--- src/rtl/lab1_settle_timer.sv ---
// Loadable down-counter that stops at zero; gives the DUT time to settle
// between applying a vector and sampling its response.
module lab1_settle_timer #(
  parameter int W = 4
) (
  input  logic         clk,
  input  logic         rst,
  input  logic         load,
  input  logic         en,
  input  logic [W-1:0] load_val,
  output logic [W-1:0] count,
  output logic         zero
);

  always_ff @(posedge clk or posedge rst) begin
    if (rst) begin
      count <= '0;
    end else if (load) begin
      count <= load_val;
    end else if (en && (count != '0)) begin
      count <= count - W'(1);
    end
  end

  assign zero = (count == '0);

endmodule

--- config.mk ---
export PLATFORM = sky130hd
export DESIGN_NAME = lab1_settle_timer
export DESIGN_NICKNAME = d
export VERILOG_FILES = /design/src/rtl/lab1_settle_timer.sv
export SDC_FILE = /design/constraint.sdc
export NUM_CORES = 1
export LEC_CHECK = 0
export ABC_AREA = 0
export CAP_MARGIN = 20
export CORE_AREA = 2 2 39 41
export DETAILED_ROUTE_END_ITERATION = 6
export DIE_AREA = 0 0 41 43
export PLACE_DENSITY_LB_ADDON = 0.1
export SLEW_MARGIN = 0
export SYNTH_ARGS = -nofsm -noshare
export SYNTH_HDL_FRONTEND = slang
export SYNTH_SLANG_ARGS = --single-unit
--- constraint.sdc ---
create_clock -name clk -period 1.95 [get_ports clk]
set_input_delay 0.39 -clock clk [delete_from_list [all_inputs] [get_ports clk]]
set_output_delay 0.39 -clock clk [all_outputs]
set_load 0.01 [all_outputs]
==> metrics.sh <==
STATUS='finished, final reports clean'
ANT_NETS_AFTER_ROUTE=0
WORST_PATH_MAXIMUM_FANOUT=2
POST-ROUTE-CELL-AREA_SQ_UM=468
GRT_SETUP_UNREPAIRED='no'
SYNTH_WARNINGS=0
DIE_H_UM=43
SYN_AREA_PER_CELL_SQ_UM=9.34
DOMINANTREGCELLSYNTH='sky130_fd_sc_hd__dfrtp_1'
CRIT_REQUIRED_NS=1.56
YS_TOP_CELLS_BY_COUNT='4 x sky130_fd_sc_hd__dfrtp_1, 4 x sky130_fd_sc_hd__inv_1, 3 x sky130_fd_sc_hd__a21oi_1, 3 x sky130_fd_sc_hd__nand2_1, 2 x sky130_fd_sc_hd__o21ai_1'
FIN_SETUP_TNS_NS=0
DRV_CAP=0
SETUP_VIOL=0
DEEPEST_CLOCK_PATH_BUFFER_COUNT=2
FINAL_MAX_SLEW_VIOL_COUNT=0
TIMING.RR.START='count[0]'
FINAL_HOLD_VIOL_COUNT=0
SYNTH_AREA_SQ_UM=262
PATH_COMMON_CELL='sky130_fd_sc_hd__inv_1'
CRITPATHBUFINV=3
POSTPLACECELLAREA_SQ_UM=450
CP.ARRIVAL_NS=1.39
GRT_PASS1_VIAS=295
NETLIST_INSTANCES=28
LEAKAGE_nW=0.218
WORSTSETUPPATHTYPE='reg -> out'
GRT_UTIL_MET3_PCT=1.57
WORST_IR_DROP_VDD_uV=321
CTS.REPORTEDPATHS.CLKPINSLEW_NS=0.04
PLACEMENT_ROWS=14
SETUP_SLACK_NS=0.168
SYNTH_AREA_LEADERS='sky130_fd_sc_hd__dfrtp_1 38%, sky130_fd_sc_hd__a21oi_1 5.7%, sky130_fd_sc_hd__inv_1 5.7%, sky130_fd_sc_hd__nor4b_2 5.7%, sky130_fd_sc_hd__ha_1 4.8%'
POST_CTS_RESIZED=1
NETS=60
CLOCK.FMAX_MHz=561
POSTROUTEWIRELENGTH_UM=735
POST-PLACE-CELLS=62
CTS_SETUP_BUFFERS=0
DETAILEDROUTE.FIRSTPASSITERATIONCOUNT=2
FINCLKSKEW_NS=0.00144
GRT.MET1_USAGE_PCT=10.5
ROUTABILITYCONGESTION=0.671
GROUTE.USAGE.OVERALL_PCT=10.4
NUMBER_OF_LIBRARY_CELL_TYPES_MAPPED_BY_SYNTHESIS=17
YS_SEQ_ELEMENTS=4
WORST_R2R_PATH_DEPTH=6
ROUTE.DETAILED.DRC=0
SEQ_AREA_FRAC_SYNTH_PCT=38.3
WORST_R2R_ENDPOINT='count[0]'
SYN_TO_FINAL_GROWTH_PCT=78.9
NUMBER_OF_FLOPS_MAPPED_TO_ENABLE_CELLS_BY_YOSYS=0
CTS-ROOT-BUF='sky130_fd_sc_hd__clkbuf_4'
CP-START-KIND='flip-flop'
SLOWEST_STAGE='sky130_fd_sc_hd__or3b_4'
DIEWIDTH_UM=41
HTREE_NUM_LEVELS=1
SLEW_HEADROOM_PCT=78.9
GR-MAX-USAGE-LAYER='met2'
FF2FF_SETUP_SLACK_NS=0.30
CRIT_PATH_CELL_TRACE='inv_1 -> ha_1 -> or3b_4 -> inv_1 -> clkbuf_2'
POST-ROUTE-PERIOD-UTIL_PCT=91.4
LARGEST_REGISTERS='count x4'
CRITICAL-PATH-TOP-DELAY-FAMILY='simple AND/OR/NAND/NOR gates'
VIAS=284
GRT_FIRST_PASS_WIRELENGTH_UM=1150
ROUTEDWLPERCELL_UM=11.3
FINAL_UTIL_PCT=33.8
CTS_HOLD_BUFFERS=0
NUMCTSBUFFERS=3
CLKLATENCYLATEPIN_NS=0.23
DP_HPWL_UM=603
NUMPORTBUFFERS=12
REGISTER_WITH_THE_HIGHEST_FLOP_COUNT='count'
INITIAL_UTILIZATION_PCT=18.9
CORE_AREA_SQ_MM=0.00138
MET2_GRT_UTIL_PCT=16.6
POST_ROUTE_CELLS_DRIVE_ABOVE_1_SHARE_PCT=28.6
INITIALDRTVIOLATIONCOUNT=3
HOLDCRITPATHCLASS='in -> async'
CTS_NUM_SINKS=4
OVERFLOW=0
TRITONCTS='done'
WORST_SLEW_PIN_SLEW_NS=0.315
P_PER_AREA_mW_PER_MM2=677
MIN_PERIOD_NS=1.78
LIBRARY_CELL_OCCUPYING_THE_MOST_AREA_IN_THE_POST_SYNTHESIS_NETLIST='sky130_fd_sc_hd__dfrtp_1'
PRE_CTS_WS_NS=0.00513
CPPEAKSTAGEDELAY_NS=0.38
PIN_COUNT=13
STDCELL_COUNT=65
VIASPERCELL=4.37
MAPPED_NETS=37
SETUP.WORST_PATH.END_CLASS='output pin'
GRT_MAX_DEGREE=10
NUMBER_OF_FLIP_FLOPS_IN_THE_LARGEST_REGISTER=4
GRT_ANTENNA_BEFORE_REPAIR=0
SYNTH-ASYNC-RESET-RATIO_PCT=100
DIEAREA_SQ_MM=0.00176
NUMBER_OF_DIODES=0
SYNTH_LARGEST_TYPE_AREA_FRACTION_PCT=38.3
placed cells by master, fill, tap and decap left out, drive strengths merged:
| cell type | Yosys | routed |
|---|---|---|
| nor3b | 1 | 1 |
| nor4b | 1 | 1 |
| ha | 1 | 1 |
| nand2b | 1 | 1 |
| a221o | 1 | 1 |
| dfrtp | 4 | 4 |
| buf | 0 | 7 |
| clkbuf | 1 | 4 |
| and4b | 1 | 1 |
| inv | 4 | 4 |
| clkdlybuf4s50 | 0 | 11 |
| a21oi | 3 | 3 |
| o21ai | 2 | 2 |
| nand2 | 3 | 3 |
| a31o | 1 | 1 |
| and3 | 1 | 1 |
| o31a | 1 | 1 |
| or3b | 1 | 1 |
| nor3 | 1 | 1 |
cell type report:
| cell class | instances | area [sq um] |
|---|---|---|
| fillers | 147 | 916 |
| repair buffers | 19 | 168 |
| multi-input cells | 19 | 143 |
| flip-flops and latches | 4 | 100 |
| clock buffers | 3 | 22.5 |
| well taps | 16 | 20.0 |
| inverters | 4 | 15.0 |
through the flow:
step / total power [mW] / hold slack [ns]
2_1_floorplan: 0.149 / 0.156
3_3_place_gp: 0.216 / 0.580
3_5_place_dp: 0.220 / 0.583
4_1_cts: 0.324 / 0.333
5_1_grt: 0.341 / 0.356
6_report: 0.317 / 0.335
kinds of logic (layout without fill, tap and decap cells):
group,count (synthesis),in the layout,synth area share (%)
simple gates,10,10,29.7
compound gates,8,8,20.1
buf+inv,5,26,7.17
flops,4,4,38.3
fa+ha+maj,1,1,4.78
routing by layer:
| layer | wire [um] | vias up |
|---|---|---|
| li1 | - | 143 |
| met2 | 376 | 8 |
| met4 | 16 | 0 |
| met3 | 44 | 2 |
| met5 | 0 | - |
| met1 | 296 | 131 |
worst max path at each step:
stage	from	endpoint	slack (ns)	depth (start not counted)
6_report	count[0]	zero	0.17	5
5_1_grt	count[0]	zero	0.07	5
4_1_cts	count[0]	zero	0.02	5
3_5_place_dp	count[0]	zero	0.005	5
3_3_place_gp	count[0]	zero	0.01	5
2_1_floorplan	count[0]	count[0]	0.34	5
worst register-to-register path: cells and delay by family, from the launching register on:
kind / cells / cell delay, ns
buf+inv: 2 / 0.23
simple gates: 2 / 0.55
flops: 1 / 0.37
fa+ha+maj: 1 / 0.16
compound gates: 1 / 0.23
power breakdown:
group / internal [mW] / switching (mW) / total [mW]
clock: 0.0687 / 0.0318 / 0.100
sequential: 0.0933 / 0.00734 / 0.101
combinational: 0.0702 / 0.0456 / 0.116
Note: power is estimated with default switching activity, not from simulation.
